===== src/rtl/spi_slave_pkg.sv =====
// rtl/spi_slave_pkg.sv - shared types and default parameters for the SPI slave
package spi_slave_pkg;

  typedef enum logic {
    IDLE   = 1'b0,
    ACTIVE = 1'b1
  } state_t;

  localparam int SPI_DATA_WIDTH  = 8;
  localparam int SPI_SYNC_STAGES = 2;
  localparam int SPI_TX_DEFAULT  = 0;

endpackage


===== src/rtl/spi_slave_sync.sv =====
// rtl/spi_slave_sync.sv - flop-chain synchronizer with rise/fall pulses on the synchronized level
module spi_slave_sync #(
  parameter int STAGES    = 2,
  parameter bit RESET_VAL = 1'b0
) (
  input  logic clk,
  input  logic rst_n,
  input  logic d,
  output logic rise,
  output logic fall
);

  logic [STAGES-1:0] chain;
  logic              prev;

  always_ff @(posedge clk) begin
    if (!rst_n) begin
      chain <= {STAGES{RESET_VAL}};
      prev  <= RESET_VAL;
    end else begin
      chain <= {chain[STAGES-2:0], d};
      prev  <= chain[STAGES-1];
    end
  end

  assign rise = chain[STAGES-1] & ~prev;
  assign fall = ~chain[STAGES-1] & prev;

endmodule


===== src/rtl/spi_slave.sv =====
// rtl/spi_slave.sv - mode-0 SPI slave with TX holding and RX valid/ack handshakes
// SPI_SLAVE_OVERRUN_EN adds a sticky overrun flag for frames overwriting unread rx_data.
module spi_slave
  import spi_slave_pkg::*;
#(
  parameter int                    DATA_WIDTH  = SPI_DATA_WIDTH,
  parameter int                    SYNC_STAGES = SPI_SYNC_STAGES,
  parameter logic [DATA_WIDTH-1:0] TX_DEFAULT  = DATA_WIDTH'(SPI_TX_DEFAULT)
) (
  input  logic                  clk,
  input  logic                  rst_n,
  input  logic                  sclk,
  input  logic                  cs_n,
  input  logic                  mosi,
  output logic                  miso,
  input  logic [DATA_WIDTH-1:0] tx_data,
  input  logic                  tx_load,
  output logic                  tx_ready,
  output logic [DATA_WIDTH-1:0] rx_data,
  output logic                  rx_valid,
  input  logic                  rx_ack,
  output logic                  busy
`ifdef SPI_SLAVE_OVERRUN_EN
  ,
  output logic                  overrun
`endif
);

  localparam int              CNT_W    = $clog2(DATA_WIDTH + 1);
  localparam logic [CNT_W-1:0] LAST_BIT = CNT_W'(DATA_WIDTH - 1);

  state_t                  state, state_next;
  logic                    sclk_rise, sclk_fall, cs_rise, cs_fall;
  logic [SYNC_STAGES-1:0]  mosi_chain;
  logic                    mosi_s;
  logic [DATA_WIDTH-1:0]   tx_shift, rx_shift, hold_reg;
  logic                    hold_full;
  logic [CNT_W-1:0]        bit_cnt;
  logic                    active, shift_load, frame_done;

  spi_slave_sync #(.STAGES(SYNC_STAGES), .RESET_VAL(1'b0)) u_sclk_sync (
    .clk(clk), .rst_n(rst_n), .d(sclk), .rise(sclk_rise), .fall(sclk_fall)
  );

  spi_slave_sync #(.STAGES(SYNC_STAGES), .RESET_VAL(1'b1)) u_cs_sync (
    .clk(clk), .rst_n(rst_n), .d(cs_n), .rise(cs_rise), .fall(cs_fall)
  );

  assign mosi_s = mosi_chain[SYNC_STAGES-1];
  assign active = (state == ACTIVE);

  // Shifter loads at frame start and at every word boundary while cs_n stays low.
  assign shift_load = (!active && cs_fall) ||
                      (active && !cs_rise && sclk_fall && bit_cnt == '0);
  assign frame_done = active && !cs_rise && sclk_rise && bit_cnt == LAST_BIT;

  always_ff @(posedge clk) begin
    if (!rst_n) state <= IDLE;
    else        state <= state_next;
  end

  always_comb begin
    state_next = state;
    case (state)
      IDLE:   if (cs_fall) state_next = ACTIVE;
      ACTIVE: if (cs_rise) state_next = IDLE;
    endcase
  end

  always_ff @(posedge clk) begin
    if (!rst_n) begin
      mosi_chain <= '0;
      tx_shift   <= '0;
      rx_shift   <= '0;
      hold_reg   <= '0;
      hold_full  <= 1'b0;
      bit_cnt    <= '0;
      rx_data    <= '0;
      rx_valid   <= 1'b0;
    end else begin
      mosi_chain <= {mosi_chain[SYNC_STAGES-2:0], mosi};

      if (shift_load) begin
        tx_shift  <= hold_full ? hold_reg : TX_DEFAULT;
        hold_full <= 1'b0;
      end else if (active && sclk_fall) begin
        tx_shift <= tx_shift << 1;
      end

      // Sees the pre-load hold_full, so a same-cycle write lands for the next word.
      if (tx_load && !hold_full) begin
        hold_reg  <= tx_data;
        hold_full <= 1'b1;
      end

      if (!active && cs_fall) begin
        bit_cnt <= '0;
      end else if (active && cs_rise) begin
        bit_cnt  <= '0;
        rx_shift <= '0;
      end else if (active && sclk_rise) begin
        rx_shift <= {rx_shift[DATA_WIDTH-2:0], mosi_s};
        bit_cnt  <= frame_done ? '0 : bit_cnt + CNT_W'(1);
      end

      if (frame_done) begin
        rx_data  <= {rx_shift[DATA_WIDTH-2:0], mosi_s};
        rx_valid <= 1'b1;
      end else if (rx_ack) begin
        rx_valid <= 1'b0;
      end
    end
  end

`ifdef SPI_SLAVE_OVERRUN_EN
  always_ff @(posedge clk) begin
    if (!rst_n)                               overrun <= 1'b0;
    else if (frame_done && rx_valid && !rx_ack) overrun <= 1'b1;
    else if (rx_ack)                          overrun <= 1'b0;
  end
`endif

  assign miso     = active & tx_shift[DATA_WIDTH-1];
  assign busy     = active;
  assign tx_ready = ~hold_full;

endmodule


===== config.mk =====
export PLATFORM = sky130hd
export DESIGN_NAME = spi_slave
export DESIGN_NICKNAME = d
export VERILOG_FILES = /design/src/rtl/spi_slave_pkg.sv /design/src/rtl/spi_slave_sync.sv /design/src/rtl/spi_slave.sv
export SDC_FILE = /design/constraint.sdc
export NUM_CORES = 1
export LEC_CHECK = 0
export BUFFER_PORTS_ARGS = -buffer_cell sky130_fd_sc_hd__buf_2
export CORE_MARGIN = 2
export CORE_UTILIZATION = 45
export DETAILED_ROUTE_END_ITERATION = 6
export PLACE_DENSITY = 0.65
export SYNTH_ARGS = -nofsm -noshare
export SYNTH_HDL_FRONTEND = slang
export SYNTH_HIERARCHICAL = 1
export SYNTH_SLANG_ARGS = --single-unit
export TNS_END_PERCENT = 30

===== constraint.sdc =====
create_clock -name clk -period 1.9 [get_ports clk]
set_input_delay 0.38 -clock clk [delete_from_list [all_inputs] [get_ports clk]]
set_output_delay 0.38 -clock clk [all_outputs]
set_load 0.01 [all_outputs]

==> results of run 1 <==
==> metal layers <==
metal | wire [µm] | GRT usage | vias up
met1 | 1762 | 0.2280 | 663
met5 | 0 | 0 | -
met3 | 106 | 0.04167 | 6
met2 | 1686 | 0.2831 | 19
li1 | - | - | 777
met4 | 44 | 0.06633 | 0
==> synthesized netlist by cell type, drive strengths merged <==
cell type   n
dfxtp      46
nand2      21
a21oi      19
nand3      19
inv        14
o21ai      10
clkbuf      9
nor2        9
a22oi       8
and2        7
nor2b       7
o221ai      5
nand2b      4
nand4       3
a211oi      2
a32oi       2
buf         2
ha          2
o21a        2
a211o       1
a21o        1
a31oi       1
and3        1
and3b       1
clkinv      1
mux2i       1
nor3b       1
nor4b       1
o211a       1
o22ai       1
o32a        1
or2b        1
or3         1
or3b        1
or4b        1
xor2        1
==> final timing paths <==
kind / end / slack (ns)
worst max-delay path: miso / 0.28
worst min-delay path: u_cs_sync/chain[0] / 0.26
worst max register to register: tx_shift[2] / 0.32
worst min register to register: u_cs_sync/chain[1] / 0.41
==> placed cells by master (no fill, tap or decap), types with 2 or more instances in the layout <==
| master | Yosys | final |
|---|---|---|
| sky130_fd_sc_hd__inv_1 | 14 | 14 |
| sky130_fd_sc_hd__buf_4 | 0 | 6 |
| sky130_fd_sc_hd__dfxtp_1 | 46 | 46 |
| sky130_fd_sc_hd__clkbuf_8 | 0 | 5 |
| sky130_fd_sc_hd__buf_2 | 1 | 26 |
| sky130_fd_sc_hd__a22oi_1 | 8 | 8 |
| sky130_fd_sc_hd__nand4_1 | 3 | 3 |
| sky130_fd_sc_hd__a21oi_1 | 19 | 19 |
| sky130_fd_sc_hd__nand3_1 | 19 | 19 |
| sky130_fd_sc_hd__nor2b_1 | 7 | 7 |
| sky130_fd_sc_hd__nand2b_1 | 4 | 4 |
| sky130_fd_sc_hd__o21a_1 | 2 | 2 |
| sky130_fd_sc_hd__nand2_1 | 21 | 21 |
| sky130_fd_sc_hd__and2_1 | 7 | 7 |
| sky130_fd_sc_hd__o221ai_1 | 5 | 5 |
| sky130_fd_sc_hd__ha_1 | 2 | 2 |
| sky130_fd_sc_hd__a211oi_1 | 2 | 2 |
| sky130_fd_sc_hd__nor2_1 | 9 | 9 |
| sky130_fd_sc_hd__o21ai_0 | 9 | 9 |
| sky130_fd_sc_hd__clkbuf_1 | 9 | 2 |
| sky130_fd_sc_hd__a32oi_1 | 2 | 2 |
==> per-stage QoR <==
| stage | utilization | hold WS [ns] |
|---|---|---|
| global route | 0.5395 | 0.2793 |
| CTS | 0.5395 | 0.2576 |
| finish | 0.5395 | 0.2615 |
| detailed placement | 0.5125 | 0.3933 |
| floorplan | - | 0.3863 |
| global placement | 0.5125 | 0.3885 |
==> cells by family (layout without fill, tap and decap cells) <==
family,count (synthesis),after routing,synth area share
simple gates,78,78,0.2269
compound gates,54,54,0.1905
flops,46,46,0.5045
buf+inv,26,55,0.05414
fa+ha+maj,2,2,0.01371
xor+xnor,1,1,0.004799
mux,1,1,0.005483
==> layout make-up <==
class                   instances  area, µm²  share of cell area
repair buffers                 32      175.2             0.08235
clock inverters                 1      30.03             0.01412
multi-input cells             136      805.8              0.3788
well taps                      50      62.56             0.02941
flip-flops and latches         46      920.9              0.4329
clock buffers                   7      76.32             0.03588
inverters                      15      56.30             0.02647
==> where the power goes <==
part	switching (mW)	total (mW)	internal, mW
combinational	0.0562	0.0965	0.0403
clock	0.313	0.706	0.394
sequential	0.0166	1.00	0.985
==> worst max-delay path, cell delays in order, from the launching register on <==
cell and delay (ns):
sky130_fd_sc_hd__dfxtp_1 0.64, sky130_fd_sc_hd__and2_1 0.19, sky130_fd_sc_hd__buf_2 0.12
==> metrics, run 1 <==
largest net degree at the start of global routing 27; final antenna diode count 0; hold buffer count at CTS 0; Min-Delay Startpoint cs_n; total global routing overflow 0; run status finished clean; post-layout worst setup margin approximately 0.28 ns; Post-route DRC 0; first element of the critical path busy; GRT Total Usage 0.1760; first-iteration detailed-routing DRC count 88; HPWL after detailed placement between 2000 and 3000 µm; first-pass GRT wire length 6030 µm; post-detailed-route wirelength per cell 12.54 µm; synthesized cell area between 1500 and 2000 µm²; Layout Cell Area excl Fill ~2100 µm²; final setup violation count 0; critical path endpoint category output pin; power density cells 848.2 nW/µm²; row count 23; transition time of the tightest slew-check pin slightly below 0.6 ns; proportion of synthesized chip area in sequential cells 0.5045; total instance count after detailed placement between 200 and 300; Seq cells post-synth 46; width of the die between 60 and 70 µm; number of resized instances in the post-cts repair step 0; number of distinct standard cells referenced by the synthesized netlist 38; final weighted congestion of routability-driven global placement just over 0.7; path type of the worst min-delay path primary input to register; clk_skew roughly 0.0066 ns; fraction of layout cells with a size suffix above 1 0.1899; later-pin clock latency in the skew report a little under 0.3 ns; path type of the worst setup path register to output pin; Yosys warnings 6; Mean Syn Cell Area 8.776 µm²; maximum clock path buffer count 2; worst max-slew margin expressed relative to the limit 0.6074; clock transition time at the flip-flop clock pins of the worst setup and hold paths about 0.080 ns; Max-Cap Viols 0; period utilization 0.8510; Die Footprint around 4600 µm²; crit path time final approximately 1.6 ns; R2R Path Start u_cs_sync/chain[1]; Overall Power around 1.8 mW; number of vias in the routed layout 1,465; CTS H-tree lvls 2; worst supply voltage drop on vdd ~0.00054 V; number of detailed-routing iterations run before antenna repair 4; placeable core region just under 4000 µm²; number of buffers created by CTS 5; maximum fanout along the worst path 16; number of cells in the finished layout apart from fillers between 200 and 300; required time at the endpoint of the critical path around 1.5 ns; clock tree sinks 46; Filler cells 362; postcts setup bufs 0; FMAX between 0.6 and 0.7 GHz; post-synth net total 225; DRT antenna net count 0; Post-DP Area between 2000 and 2500 µm²; final net count around 250; clock tree from TritonCTS built; quantity of I/O buffers inserted on ports 26; worst reg2reg path depth 4; worst slack, placed ~0.34 ns; cell type with the highest aggregate area in the netlist sky130_fd_sc_hd__dfxtp_1; setup repair after global routing missed its margin false; Total Wirelength between 3000 and 4000 µm; final-layout setup total negative slack 0 ns; vias in the first global route approximately 1,300; Syn Inst Count ~210; root buf cell sky130_fd_sc_hd__clkbuf_8; Area contributors post-synth sky130_fd_sc_hd__dfxtp_1 50%, sky130_fd_sc_hd__a21oi_1 5.2%, sky130_fd_sc_hd__nand3_1 5.2%, sky130_fd_sc_hd__nand2_1 4.3%, sky130_fd_sc_hd__a22oi_1 3.3%; area added between synthesis and finish 16.52%; Via-to-Cell Ratio just over 5; floorplan die height between 60 and 70 µm; leakage power between 0.8 and 0.9 nW; Startpoint Class register; Hold Path Depth 2; WP data arrival about 1.2 ns; number of max-slew violations in the final report 0; Fin. Hold Viols 0; initial antenna violation count 0; share of Yosys cell area claimed by the top area cell type 0.5045; top-level I/O count 27; Initial Utilization 0.4630
No activity file was read; power rests on OpenSTA's default activity.
==> run 2, diff against run 1 <==
Settings changed: CTS_BUF_LIST set to sky130_fd_sc_hd__clkbuf_8 sky130_fd_sc_hd__clkbuf_16.
==> metrics, run 2 (same netlist as run 1, synthesis figures left out) <==
run status finished clean; maximum clock path buffer count 2; GRT Total Usage 0.1760; worst slack, placed approximately 0.34 ns; leakage power 0.8217 nW; worst reg2reg path depth 4; final setup violation count 0; final-layout setup total negative slack 0 ns; Layout Utilization 0.5395; Max-Cap Viols 0; period utilization 0.8511; combinational group share of total power 0.054; sequential group share of total power 0.558; root buf cell sky130_fd_sc_hd__clkbuf_8; final net count about 250; floorplan die height around 68 µm; Hold Path Depth 2; post-layout worst setup margin roughly 0.28 ns; HPWL after detailed placement 2534 µm; power density cells between 800 and 900 nW/µm²; CTS H-tree lvls 2; placeable core region around 4000 µm²; Die Footprint 4582 µm²; number of vias in the routed layout around 1,500; total instance count after detailed placement roughly 280; crit path time final about 1.6 ns; fraction of power spent switching nets 0.2155; postcts setup bufs 0; initial antenna violation count 0; Filler cells 362; clock network fraction of design power 0.388; WP data arrival roughly 1.2 ns; number of buffers created by CTS 5; transition time of the tightest slew-check pin 0.5878 ns; multi-input combinational cell area 805.8 µm²; critical path, cell by cell and2_1, buf_2; largest net degree at the start of global routing 27; final weighted congestion of routability-driven global placement ~0.71; later-pin clock latency in the skew report 0.29 ns; most frequent cells in the layout 46 x sky130_fd_sc_hd__dfxtp_1, 26 x sky130_fd_sc_hd__buf_2, 21 x sky130_fd_sc_hd__nand2_1; final hold slack 0.2614 ns; area added between synthesis and finish 16.52%; number of resized instances in the post-cts repair step 0; Post-route DRC 0; Initial Utilization 0.4630; number of detailed-routing iterations run before antenna repair 4; post-detailed-route wirelength per cell between 10 and 15 µm; max incr delay on CP 0.64 ns; total global routing overflow 0; clock tree from TritonCTS built; slowest library cell on the worst path sky130_fd_sc_hd__dfxtp_1; Via-to-Cell Ratio between 5 and 6; top-level I/O count 27; cell internal power dissipation about 1.4 mW; setup repair after global routing missed its margin false; hold buffer count at CTS 0; FMAX a little over 0.6 GHz; row count 23; maximum fanout along the worst path 16; commonest non-fill, non-tap cell in the layout sky130_fd_sc_hd__dfxtp_1; worst supply voltage drop on vdd 0.0005359 V; DRT antenna net count 0; path type of the worst setup path register to output pin; Fin. Hold Viols 0; Layout Cell Area excl Fill around 2100 µm²; number of max-slew violations in the final report 0; Post-DP Area ~2000 µm²; flop-to-flop setup slack ~0.32 ns; Overall Power roughly 1.8 mW; Sequential cell area roughly 900 µm²; worst max-slew margin expressed relative to the limit 0.6073; vias in the first global route around 1,300; net switching component of the power between 0.3 and 0.4 mW; clock transition time at the flip-flop clock pins of the worst setup and hold paths ~0.080 ns; number of cells in the finished layout apart from fillers 287; fraction of layout cells with a size suffix above 1 0.1899; Total Wirelength between 3000 and 4000 µm; required time at the endpoint of the critical path between 1.5 and 2 ns; clock tree sinks between 40 and 50; Startpoint Class register; width of the die 67.69 µm; critical path endpoint category output pin; final antenna diode count 0; path type of the worst min-delay path primary input to register; first-iteration detailed-routing DRC count just under 90; clk_skew roughly 0.0068 ns; first-pass GRT wire length around 6000 µm; quantity of I/O buffers inserted on ports 26
run 2: cell count changes in the layout (fill, tap and decap cells not counted):
cell,previous run,this run
sky130_fd_sc_hd__clkbuf_1,2,0
sky130_fd_sc_hd__inv_1,14,16
run 2: power by group through the flow:
stage               sequential (mW)  combinational, mW  clock (mW)
floorplan                      1.02             0.0622           0
global placement               1.02             0.0977           0
detailed placement             1.02             0.0984           0
CTS                            1.00             0.0988       0.708
global route                   1.01              0.111       0.742
finish                         1.00             0.0965       0.697
run 2: layout make-up:
type                            instances  share of cell area
Sequential cell                        46              0.4329
Multi-Input combinational cell        136              0.3788
Tap cell                               50             0.02941
Clock inverter                          3             0.01765
Inverter                               15             0.02647
Clock buffer                            5             0.03235
Timing Repair Buffer                   32             0.08235
run 2: worst max-delay path, delay by kind of cell (launching register included):
kind          cells  cell delay [ns]
simple gates      1             0.19
flops             1             0.64
buf+inv           1             0.12
run 2: per-layer routing:
metal | track usage | wire [µm] | up-vias
li1 | - | - | 777
met1 | 0.2280 | 1762 | 663
met2 | 0.2831 | 1687 | 19
met3 | 0.04167 | 106 | 6
met4 | 0.06633 | 44 | 0
met5 | 0 | 0 | -
run 2: worst paths after layout:
| check | end | startpoint |
|---|---|---|
| max | miso | busy |
| min | u_cs_sync/chain[0] | cs_n |
| max reg2reg | tx_shift[2] | u_cs_sync/chain[1] |
| min reg2reg | u_cs_sync/chain[1] | u_cs_sync/chain[0] |
==> run 3, diff against run 2 <==
Settings changed: PLACE_DENSITY 0.65 to 0.77, REMOVE_ABC_BUFFERS set to 1.
Clock period 1.9 ns to 2.1 ns, I/O delays scaled along.
==> metrics, run 3 (same netlist as run 1, synthesis figures left out) <==
hold buffer count at CTS 0; Max-Cap Viols 0; largest net degree at the start of global routing 27; width of the die roughly 68 µm; met1 Track Usage GR 0.2278; most frequent cells in the layout 46 x sky130_fd_sc_hd__dfxtp_1, 26 x sky130_fd_sc_hd__buf_2, 21 x sky130_fd_sc_hd__nand2_1; CTS H-tree lvls 2; first-pass GRT wire length roughly 5600 µm; row count 23; clock tree sinks 46; Total Wirelength 3427 µm; floorplan die height roughly 68 µm; GRT Total Usage 0.1634; max incr delay on CP roughly 0.63 ns; WP data arrival around 1.3 ns; GR met3 Demand/Resource 0.05500; path type of the worst min-delay path primary input to register; slowest library cell on the worst path sky130_fd_sc_hd__dfxtp_1; later-pin clock latency in the skew report 0.30 ns; DRT antenna net count 0; initial antenna violation count 0; number of buffers created by CTS 5; maximum fanout along the worst path 16; final antenna diode count 0; number of detailed-routing iterations run before antenna repair 4; HPWL after detailed placement roughly 2300 µm; Layout Utilization 0.5344; quantity of I/O buffers inserted on ports 26; FMAX between 0.5 and 0.6 GHz; number of resized instances in the post-cts repair step 0; setup repair after global routing missed its margin false; highest-utilization routing layer at the global route stage met2; final net count 250; worst supply voltage drop on vdd approximately 0.00038 V; worst max-slew margin expressed relative to the limit 0.5006; vias in the first global route between 1,000 and 1,500; power density cells between 700 and 800 nW/µm²; critical path endpoint category output pin; met2 track utilization from global routing 0.2390; Crit path max-delay family flip-flops; area added between synthesis and finish 15.42%; fraction of layout cells with a size suffix above 1 0.1880; run status finished clean; critical path, cell by cell and2_1, buf_2; leakage power between 0.8 and 0.9 nW; final weighted congestion of routability-driven global placement ~0.76; flop-to-flop setup slack 0.46 ns; post-detailed-route wirelength per cell 12.07 µm; Die Footprint roughly 4600 µm²; first-iteration detailed-routing DRC count between 100 and 150; root buf cell sky130_fd_sc_hd__clkbuf_8; clk_skew ~0.009 ns; Via-to-Cell Ratio 5.109; clock transition time at the flip-flop clock pins of the worst setup and hold paths about 0.080 ns; clock tree from TritonCTS built; period utilization 0.7976; top-level I/O count 27; postcts setup bufs 0; number of vias in the routed layout ~1,500; Fin. Hold Viols 0; Startpoint Class register; transition time of the tightest slew-check pin ~0.74 ns; Initial Utilization 0.4630; final-layout setup total negative slack 0 ns; required time at the endpoint of the critical path 1.68 ns; final setup violation count 0; crit path time final roughly 1.7 ns; Post-route DRC 0; placeable core region just under 4000 µm²; number of max-slew violations in the final report 0; total global routing overflow 0; path type of the worst setup path register to output pin; Critical path buffers and inverters 1; commonest non-fill, non-tap cell in the layout sky130_fd_sc_hd__dfxtp_1; maximum clock path buffer count 2
[run 3: changes by cell type in the layout (fill, tap and decap cells not counted), sizes merged]
cell | before | now
buf | 32 | 29
clkinv | 1 | 3
inv | 16 | 14
[run 3: worst paths after layout]
path	cells past startpoint	startpoint	end
worst max-delay path	2	busy	miso
worst min-delay path	2	cs_n	u_cs_sync/chain[0]
worst max register to register	5	bit_cnt[0]	hold_full
worst min register to register	1	u_cs_sync/chain[0]	u_cs_sync/chain[1]
[run 3: where the power goes]
group	switching (mW)	internal, mW	leakage, nW
logic	0.0491	0.0344	0.373
clock network	0.286	0.350	0.0579
registers	0.0148	0.891	0.374
total	0.350	1.28	0.804
[run 3: final cells by class]
class | count | area, µm²
repair buffers | 29 | 152.6
fillers | 373 | 1836
clock inverters | 3 | 40.04
inverters | 15 | 56.30
clock buffers | 5 | 68.82
flip-flops and latches | 46 | 920.9
well taps | 50 | 62.56
multi-input cells | 136 | 805.8
[run 3: worst reg2reg max path: stages, from the launching register on]
cell and delay, ns:
sky130_fd_sc_hd__dfxtp_1 0.35, sky130_fd_sc_hd__inv_1 0.07, sky130_fd_sc_hd__ha_1 0.15, sky130_fd_sc_hd__nor4b_1 0.61, sky130_fd_sc_hd__a211oi_1 0.17, sky130_fd_sc_hd__o21a_1 0.20
[run 3: metal layers]
layer	vias to the layer above	routed length [µm]
met5	-	0
met4	0	32
met3	4	169
met2	34	1515
met1	639	1709
li1	774	-
[run 3: metrics by stage]
step | setup WS [ns] | hold slack, ns | power, mW | cell area, µm² | std cells
5_1_grt | 0.3345 | 0.3053 | 1.700 | 2107 | 284
4_1_cts | 0.4138 | 0.2953 | 1.644 | 2107 | 284
3_3_place_gp | 0.4722 | 0.3919 | 1.009 | 1998 | 276
2_1_floorplan | 0.5204 | 0.3863 | 0.9721 | 1783 | 197
6_report | 0.4251 | 0.3043 | 1.625 | 2107 | 284
3_5_place_dp | 0.4852 | 0.4001 | 1.010 | 1998 | 276
